$ cat src/rtl/pipeline_hazard_ctrl.sv
// Hazard and sequencing control for the 5-stage pipeline:
// load-use stall, branch redirect, memory freeze, forwarding selects.
module pipeline_hazard_ctrl (
  input  logic        clk,
  input  logic        rst_n,
  input  logic [4:0]  id_rs1,
  input  logic [4:0]  id_rs2,
  input  logic        id_rs1_used,
  input  logic        id_rs2_used,
  input  logic [4:0]  ex_rd,
  input  logic [4:0]  mem_rd,
  input  logic        ex_reg_wr,
  input  logic        mem_reg_wr,
  input  logic        ex_mem_rd,
  input  logic        ex_br_en,
  input  logic        ex_br_taken,
  input  logic        mem_busy,
  output logic        pc_hold,
  output logic        ifid_hold,
  output logic        ifid_flush,
  output logic        idex_bubble,
  output logic        exmem_hold,
  output logic        pc_load,
  output logic [1:0]  fwd_a_sel,
  output logic [1:0]  fwd_b_sel,
  output logic [15:0] stall_cnt,
  output logic [15:0] flush_cnt
);

  localparam logic [0:0] RUN    = 1'b0;
  localparam logic [0:0] FREEZE = 1'b1;

  localparam logic [1:0] FWD_RF = 2'b00;
  localparam logic [1:0] FWD_EX = 2'b01;
  localparam logic [1:0] FWD_WB = 2'b10;

  localparam logic [15:0] CNT_MAX = 16'hFFFF;

  logic [0:0] mode;
  logic       freeze;
  logic       br_hit;
  logic       lu_hit;
  logic       do_redirect;
  logic       do_stall;
  logic       do_advance;
  logic       ex_wr_ok;
  logic       mem_wr_ok;
  logic       rs1_ld;
  logic       rs2_ld;
  logic [1:0] fwd_a_d;
  logic [1:0] fwd_b_d;

  // Mode: frozen exactly while memory is busy; the first
  // non-busy cycle is already an ordinary RUN cycle.
  always_comb begin
    mode = RUN;
    if (mem_busy)
      mode = FREEZE;
  end

  assign freeze = (mode == FREEZE);

  // Raw hazard conditions from the stage inputs.
  always_comb begin
    ex_wr_ok  = ex_reg_wr & (ex_rd != 5'd0);
    mem_wr_ok = mem_reg_wr & (mem_rd != 5'd0);
    rs1_ld    = id_rs1_used & (id_rs1 == ex_rd);
    rs2_ld    = id_rs2_used & (id_rs2 == ex_rd);
    br_hit    = ex_br_en & ex_br_taken;
    lu_hit    = ex_mem_rd & ex_wr_ok
              & (rs1_ld | rs2_ld);
  end

  // Mutually exclusive actions in priority order:
  // freeze, redirect, load-use stall, advance.
  always_comb begin
    do_redirect = rst_n & ~freeze & br_hit;
    do_stall    = rst_n & ~freeze & ~br_hit & lu_hit;
    do_advance  = rst_n & ~freeze & ~br_hit & ~lu_hit;
  end

  // Same-cycle pipeline control.
  always_comb begin
    pc_hold     = 1'b0;
    ifid_hold   = 1'b0;
    ifid_flush  = 1'b0;
    idex_bubble = 1'b0;
    exmem_hold  = 1'b0;
    pc_load     = 1'b0;
    if (!rst_n) begin
      ifid_flush  = 1'b1;
      idex_bubble = 1'b1;
    end else begin
      unique case (1'b1)
        freeze: begin
          pc_hold    = 1'b1;
          ifid_hold  = 1'b1;
          exmem_hold = 1'b1;
        end
        do_redirect: begin
          pc_load     = 1'b1;
          ifid_flush  = 1'b1;
          idex_bubble = 1'b1;
        end
        do_stall: begin
          pc_hold     = 1'b1;
          ifid_hold   = 1'b1;
          idex_bubble = 1'b1;
        end
        default: ;
      endcase
    end
  end

  // Operand A source: younger EX result beats MEM/WB.
  always_comb begin
    fwd_a_d = FWD_RF;
    if (id_rs1_used) begin
      if (ex_wr_ok & ~ex_mem_rd
          & (id_rs1 == ex_rd))
        fwd_a_d = FWD_EX;
      else if (mem_wr_ok
               & (id_rs1 == mem_rd))
        fwd_a_d = FWD_WB;
    end
  end

  // Operand B source: same rule as operand A.
  always_comb begin
    fwd_b_d = FWD_RF;
    if (id_rs2_used) begin
      if (ex_wr_ok & ~ex_mem_rd
          & (id_rs2 == ex_rd))
        fwd_b_d = FWD_EX;
      else if (mem_wr_ok
               & (id_rs2 == mem_rd))
        fwd_b_d = FWD_WB;
    end
  end

  // Forward selects follow the instruction into EX;
  // a bubble carries no operands.
  always_ff @(posedge clk) begin
    if (!rst_n) begin
      fwd_a_sel <= FWD_RF;
      fwd_b_sel <= FWD_RF;
    end else if (do_advance) begin
      fwd_a_sel <= fwd_a_d;
      fwd_b_sel <= fwd_b_d;
    end else if (do_redirect | do_stall) begin
      fwd_a_sel <= FWD_RF;
      fwd_b_sel <= FWD_RF;
    end
  end

  // Saturating load-use stall counter.
  always_ff @(posedge clk) begin
    if (!rst_n)
      stall_cnt <= 16'd0;
    else if (do_stall && stall_cnt != CNT_MAX)
      stall_cnt <= stall_cnt + 16'd1;
  end

  // Saturating taken-branch redirect counter.
  always_ff @(posedge clk) begin
    if (!rst_n)
      flush_cnt <= 16'd0;
    else if (do_redirect && flush_cnt != CNT_MAX)
      flush_cnt <= flush_cnt + 16'd1;
  end

endmodule

$ cat config.mk
export PLATFORM = sky130hd
export DESIGN_NAME = pipeline_hazard_ctrl
export DESIGN_NICKNAME = d
export VERILOG_FILES = /design/src/rtl/pipeline_hazard_ctrl.sv
export SDC_FILE = /design/constraint.sdc
export NUM_CORES = 1
export LEC_CHECK = 0
export CAP_MARGIN = 20
export CORE_ASPECT_RATIO = 2
export CORE_UTILIZATION = 46
export DETAILED_ROUTE_END_ITERATION = 8
export HOLD_SLACK_MARGIN = 0.03
export PLACE_DENSITY = 0.81
export RECOVER_POWER = 50
export SLEW_MARGIN = 20
export SYNTH_ARGS = -nofsm -noshare
export SYNTH_HDL_FRONTEND = slang
export SYNTH_SLANG_ARGS = --single-unit
$ cat constraint.sdc
create_clock -name clk -period 1.9 [get_ports clk]
set_input_delay 0.285 -clock clk [delete_from_list [all_inputs] [get_ports clk]]
set_output_delay 0.285 -clock clk [all_outputs]
set_load 0.01 [all_outputs]
* After elaboration in Yosys (flattened, before gate mapping) *
Cells that the tools add are included.

operators by class
  reduce and logical (&&, ||, !) cells = 7
  equality and inequality tests = 6
  mux-type cells = 19
  bitwise gates (word level) = 23
  add/sub/neg operators = 2

operator list
  cell                                                              count
  16-bit by 1-bit adder with 16-bit output (second input constant)  2
  16-bit != test (second input constant)                            2
  5-bit equality test                                               4
  2-bit two-way mux                                                 9
  1-bit bitwise AND                                                 17
  1-bit two-way mux                                                 10
  5-bit nonzero test                                                2
  1-bit inverter                                                    4
  2-bit OR reduction                                                2
  1-bit logical AND                                                 2
  1-bit OR                                                          2
  2-bit nonzero test                                                1

word-level totals
  input port bits = 30
  word-level logic and storage cells = 61
  register bits after elaboration = 36

* Depth between registers and ports, before layout *
Gate-level depths: netlist of run 1.

  depth after elaboration = 8
  mapped depth = 8

* Worst setup path after synthesis of run 1 *
Ideal clock, no wire load.

  kind = input to output
  from = input port ex_rd[1]
  to = output port pc_hold
  cell stages on the path = 6
  setup slack = 79 ps
  data arrival time = 1536 ps
  path through = or4_4 o21a_1 and2_4 o211ai_4 nand2_1 buf_4

between the ends
  longest elaborated chain between the ends = 8

RTL lines
  element                                               RTL line    text
  start, declared                                       10          input logic [4:0] ex_rd,
  5-bit equality test (tied with other cells)           67          rs1_ld = id_rs1_used & (id_rs1 == ex_rd);
  1-bit bitwise AND (on tied branches)                  67, 65, 68
  1-bit OR / 1-bit bitwise AND (equally long branches)  71, 70
  1-bit bitwise AND (*)                                 71          & (rs1_ld | rs2_ld);
  1-bit bitwise AND (*)                                 78          do_stall = rst_n & ~freeze & ~br_hit & lu_hit;
  2-bit OR reduction (no line) (*)                      --
  1-bit two-way mux (*) (2 in a row)                    --
  end, declared                                         18          output logic pc_hold,

Every way passes the cells marked *; elsewhere a longest branch is shown, timed or not.

* Worst setup path in the final report of run 1 *
  from = input port ex_rd[2]
  to = output port pc_hold

between the ends
  longest elaborated chain between the ends = 8

RTL lines
  element                                               RTL line    text
  5-bit equality test (tied with other cells)           67
  1-bit bitwise AND (on tied branches)                  67, 65, 68
  1-bit OR / 1-bit bitwise AND (equally long branches)  71, 70
  1-bit bitwise AND (*)                                 71
  1-bit bitwise AND (*)                                 78
  2-bit OR reduction (no line) (*)                      --
  1-bit two-way mux (*)                                 94          unique case (1'b1)
  1-bit two-way mux (*)                                 90          if (!rst_n) begin

Marked as above.

==> results, run 1 <==
- For this run, the number of standard cells in the final layout without fillers is 414.
- The via-per-instance ratio is 5.59.
- The share of power burned in registers is 47.3%.
- The endpoint of the lowest-slack register-to-register path is flush_cnt[13].
- After detailed routing, the number of remaining DRC violations is 0.
- The count of distinct cell types in the synthesized netlist is 46.
- The later-pin clock latency in the skew report is 0.29 ns.
- The worst hold path terminates at fwd_a_sel[1].
- The die height is 97.7 um.
- The longest clock path from root to sink contains 2 buffers.
- The level count of the clock H-tree is 2.
- The critical path is of the input port to output port type.
- The die area is 4870 um^2.
- In this run, synthesis produced a sequential element count of 36.
- The number of pins with negative max-slew slack in the final report came to 0.
- The startpoint of the worst register-to-register path is flush_cnt[0].
- The cell area after synthesis is 2110 um^2.
- The total internal power is 1200 uW.
- At the worst endpoint, the required time is 1.62 ns.
- The number of global-route vias before repair was 2273.
- The maximum achievable frequency is 0.526 GHz.
- The final-report hold violation count is 0.
- The power density over the cells is 473 nW/um^2.
- The half-perimeter wire length of the detailed placement result is 4670 um.
- The number of instances on the worst hold path is 2.
- Relative to the synthesized area, the layout overhead comes to 60.1%.
- Cells with a size suffix above 1 make up 23.9% of the layout.
- Counting every sink on the clock net gives 36.
- Leaving out fill and tap cells, the most frequent cell in the layout is buf_4.
- The net switching power is 402 uW.
- The routed layout has 2313 vias.
- The cell leakage power is 0.00147 uW.
- TritonCTS built the clock tree.
- The average instance in the mapped netlist occupies 8.78 um^2.
- The starting DRC count in detailed routing is 50.
- The clock slew at the register clock pins of the worst setup and hold paths is 0.07 ns.
- The final setup violation count is 1.
- The type of origin of the critical path is an input port.
- The total congestion overflow after global routing is 0.
- The number of standard cells after synthesis is 240.
- Yosys printed 0 warnings.
- The number of fillers in the final layout is 325.
- The first detailed-routing pass took 4 iterations.
- The final reports fail on negative setup slack.
- The fraction of registers with async set or reset after synthesis is 0%.
- The final critical path takes up 100% of the cycle.
- After detailed routing, the average wire length per cell comes to 15.9 um.
- Cells fill 77.0% of the core in the end.
- The cell sitting at the root of the clock tree is a clkbuf_8.
- The count of max-cap constraint violations is 0.
- Once detail routing completed, the nets flagged for antenna violations numbered 0.
- The flow ran to the end, but the final reports show violations.
- In this run the core area contains 34 standard-cell rows.
- Counting flops with a built-in enable in the synthesized netlist gives 0.
- In the layout the commonest cells are buf_4 (45), dfxtp_1 (35), clkdlybuf4s50_1 (33).
- The most used flip-flop cell after synthesis is dfxtp_1.
- The net count reported at finish is 391.
- The initial cell density of the core is 48.1%.
- At the end of routability-driven placement, the weighted congestion stood at 0.923.
- For the pin with the worst max-slew slack, the measured transition is 0.367 ns.
- Subtracting the final worst setup slack from the clock period gives 1.90 ns.
- The count of buffers inserted at the top-level ports is 71.
- The post-route total power is 1600 uW.
- The final antenna diode count is 0.
- The pre-CTS setup slack is -0.695 ns.
- In the final timing run, aggregate negative setup slack is -0.000422 ns.
- The worst register-to-register path has a depth of 8.
- The worst hold path begins at fwd_a_sel[1].
- The path class of the tightest hold or removal check is register to register.
- The wire length of the first global-routing pass is 10300 um.
- Synthesis produced a netlist with a net count of 272.
- The total area inside the core boundary comes to 4380 um^2.
- The count of placed standard cells including taps is 400.
- The maximum fanout along the worst path is 3.
- The worst ir drop on vdd is 0.495 mV.
- Data arrives at the worst endpoint at 1.62 ns.
- The share of total power dissipated in combinational logic is 16.4%.
- The routed design has 6600 um of wire.
- Measured along the x axis, the die boundary spans 49.9 um.
- After layout, the worst setup slack is -0.000422 ns.
- The setup check on the worst reg-to-reg path leaves a slack of 0.05 ns.
- In this run the tightest slew margin relative to its limit is 75.3%.
- The initial antenna violation count is 0.
- STA classifies the critical path endpoint as an output port.
- The portion of the post-synthesis area used by sequential elements is 34.2%.
- Buffers inserted during clock tree synthesis total 5.
- The switching power share of the total is 25.2%.
- The global routing usage summed across all routing layers is 27.6%.
- The clock tree skew after final layout is 0.00283 ns.
- The pin count of the biggest net entering global routing is 15.
- In this run, the clock network consumes 36.3% of the power.
- 72 I/O pins were placed.
power by group through the flow:
stage               Clock, uW  Sequential, uW  Combinational (uW)
floorplan                   0             774                87.4
global placement            0             774                 235
detailed placement          0             774                 241
CTS                       583             756                 251
global route              617             756                 277
finish                    579             756                 262
cell usage after synthesis, drive strengths merged (3+ instances only):
master,instances,share of area (%)
buf,3,1.4
nor2,23,4.1
nor3,6,1.4
inv,3,0.53
or4,3,1.2
and3,12,4.0
o211ai,3,1.7
nand2b,11,3.3
xnor2,10,4.2
dfxtp,36,34
o21a,4,1.8
o21ai,6,1.4
nand3,17,4.6
clkbuf,4,0.71
mux2i,13,6.2
nand2,25,4.5
nand4,12,3.6
xor2,23,9.6
layout make-up:
| cell class | instances | area, um^2 | share of cell area, % |
|---|---|---|---|
| multi-input combinational | 195 | 1400 | 41.4 |
| inverter | 3 | 11.3 | 0.334 |
| clock buffer | 7 | 86.3 | 2.56 |
| sequential | 36 | 722 | 21.4 |
| timing repair buffer | 118 | 1080 | 32.1 |
| clock inverter | 1 | 7.51 | 0.222 |
| tap | 54 | 67.6 | 2.00 |
metal layers:
layer,up-vias,track usage [%],share of wire [%]
met1,1084,24.5,32
met5,-,0,0
li1,1098,-,-
met2,91,53.2,58
met3,40,4.67,3.6
met4,0,18.5,6.4
cells by family (layout without fill, tap and decap cells):
group                      count (synthesis)  count (layout)  synth area share, %
adders and majority gates                  2               2                 1.19
buffers and inverters                     10             129                 2.67
and+or+nand+nor                          120             120                 30.9
AOI/OAI and AO/OA                         26              27                 11.2
DFF                                       36              36                 34.2
xor gates and xnor gates                  33              33                 13.7
muxes                                     13              13                 6.17
through the flow:
step                      area [um^2]  hold WS [ns]
after detailed placement         3160         0.445
after global placement           3160         0.435
after CTS                        3310         0.461
final                            3370         0.456
after global routing             3370         0.491
after floorplan                  2110         0.439
critical path, cell delays in order:
cell	delay [ns]
buf_2	0.11
or4_4	0.52
o21a_1	0.21
and2_4	0.15
o211ai_4	0.10
nand2_2	0.11
buf_6	0.14
state kept, by name, indices dropped and copies added (netlist names):
| name | flops |
|---|---|
| fwd_b_sel | 2 |
| fwd_a_sel | 2 |
| flush_cnt | 16 |
| stall_cnt | 16 |
worst max-delay path by stage:
stage / start / to / cells after the start
finish: ex_rd[2] / pc_hold / 7
floorplan: ex_rd[1] / pc_hold / 6
global route: flush_cnt[0] / flush_cnt[13] / 8
global placement: ex_rd[1] / idex_bubble / 7
detailed placement: ex_rd[1] / pc_hold / 7
CTS: mem_busy / stall_cnt[8] / 8
what timing repair did:
| item | in CTS | in global routing |
|---|---|---|
| hold buffers | 0 | 0 |
| gates resized for setup | 49 | 13 |
| setup endpoints to repair | 24 | 15 |
| cloned | 1 | 1 |
| pin swaps | 13 | 4 |
| hold endpoints to repair | 0 | 0 |
| setup buffers | 4 | 0 |
Power figures use the tool's default switching activity.
==> inputs of run 2 (changes only) <==
--- a/config.mk
+++ b/config.mk
@@ -8,6 +8,7 @@
 export CAP_MARGIN = 20
 export CORE_ASPECT_RATIO = 2
 export CORE_UTILIZATION = 46
+export CTS_CLUSTER_DIAMETER = 150
 export DETAILED_ROUTE_END_ITERATION = 8
 export HOLD_SLACK_MARGIN = 0.03
 export PLACE_DENSITY = 0.81
==> results of run 2 <==
No change in the layout: final DEF, timing and power equal those of run 1.
==> inputs of run 3 (changes only) <==
--- a/config.mk
+++ b/config.mk
@@ -5,7 +5,7 @@
 export SDC_FILE = /design/constraint.sdc
 export NUM_CORES = 1
 export LEC_CHECK = 0
-export CAP_MARGIN = 20
+export CAP_MARGIN = 30
 export CORE_ASPECT_RATIO = 2
 export CORE_UTILIZATION = 46
 export CTS_CLUSTER_DIAMETER = 150
==> results of run 3 <==
No change in the layout: final DEF, timing and power equal those of run 1.
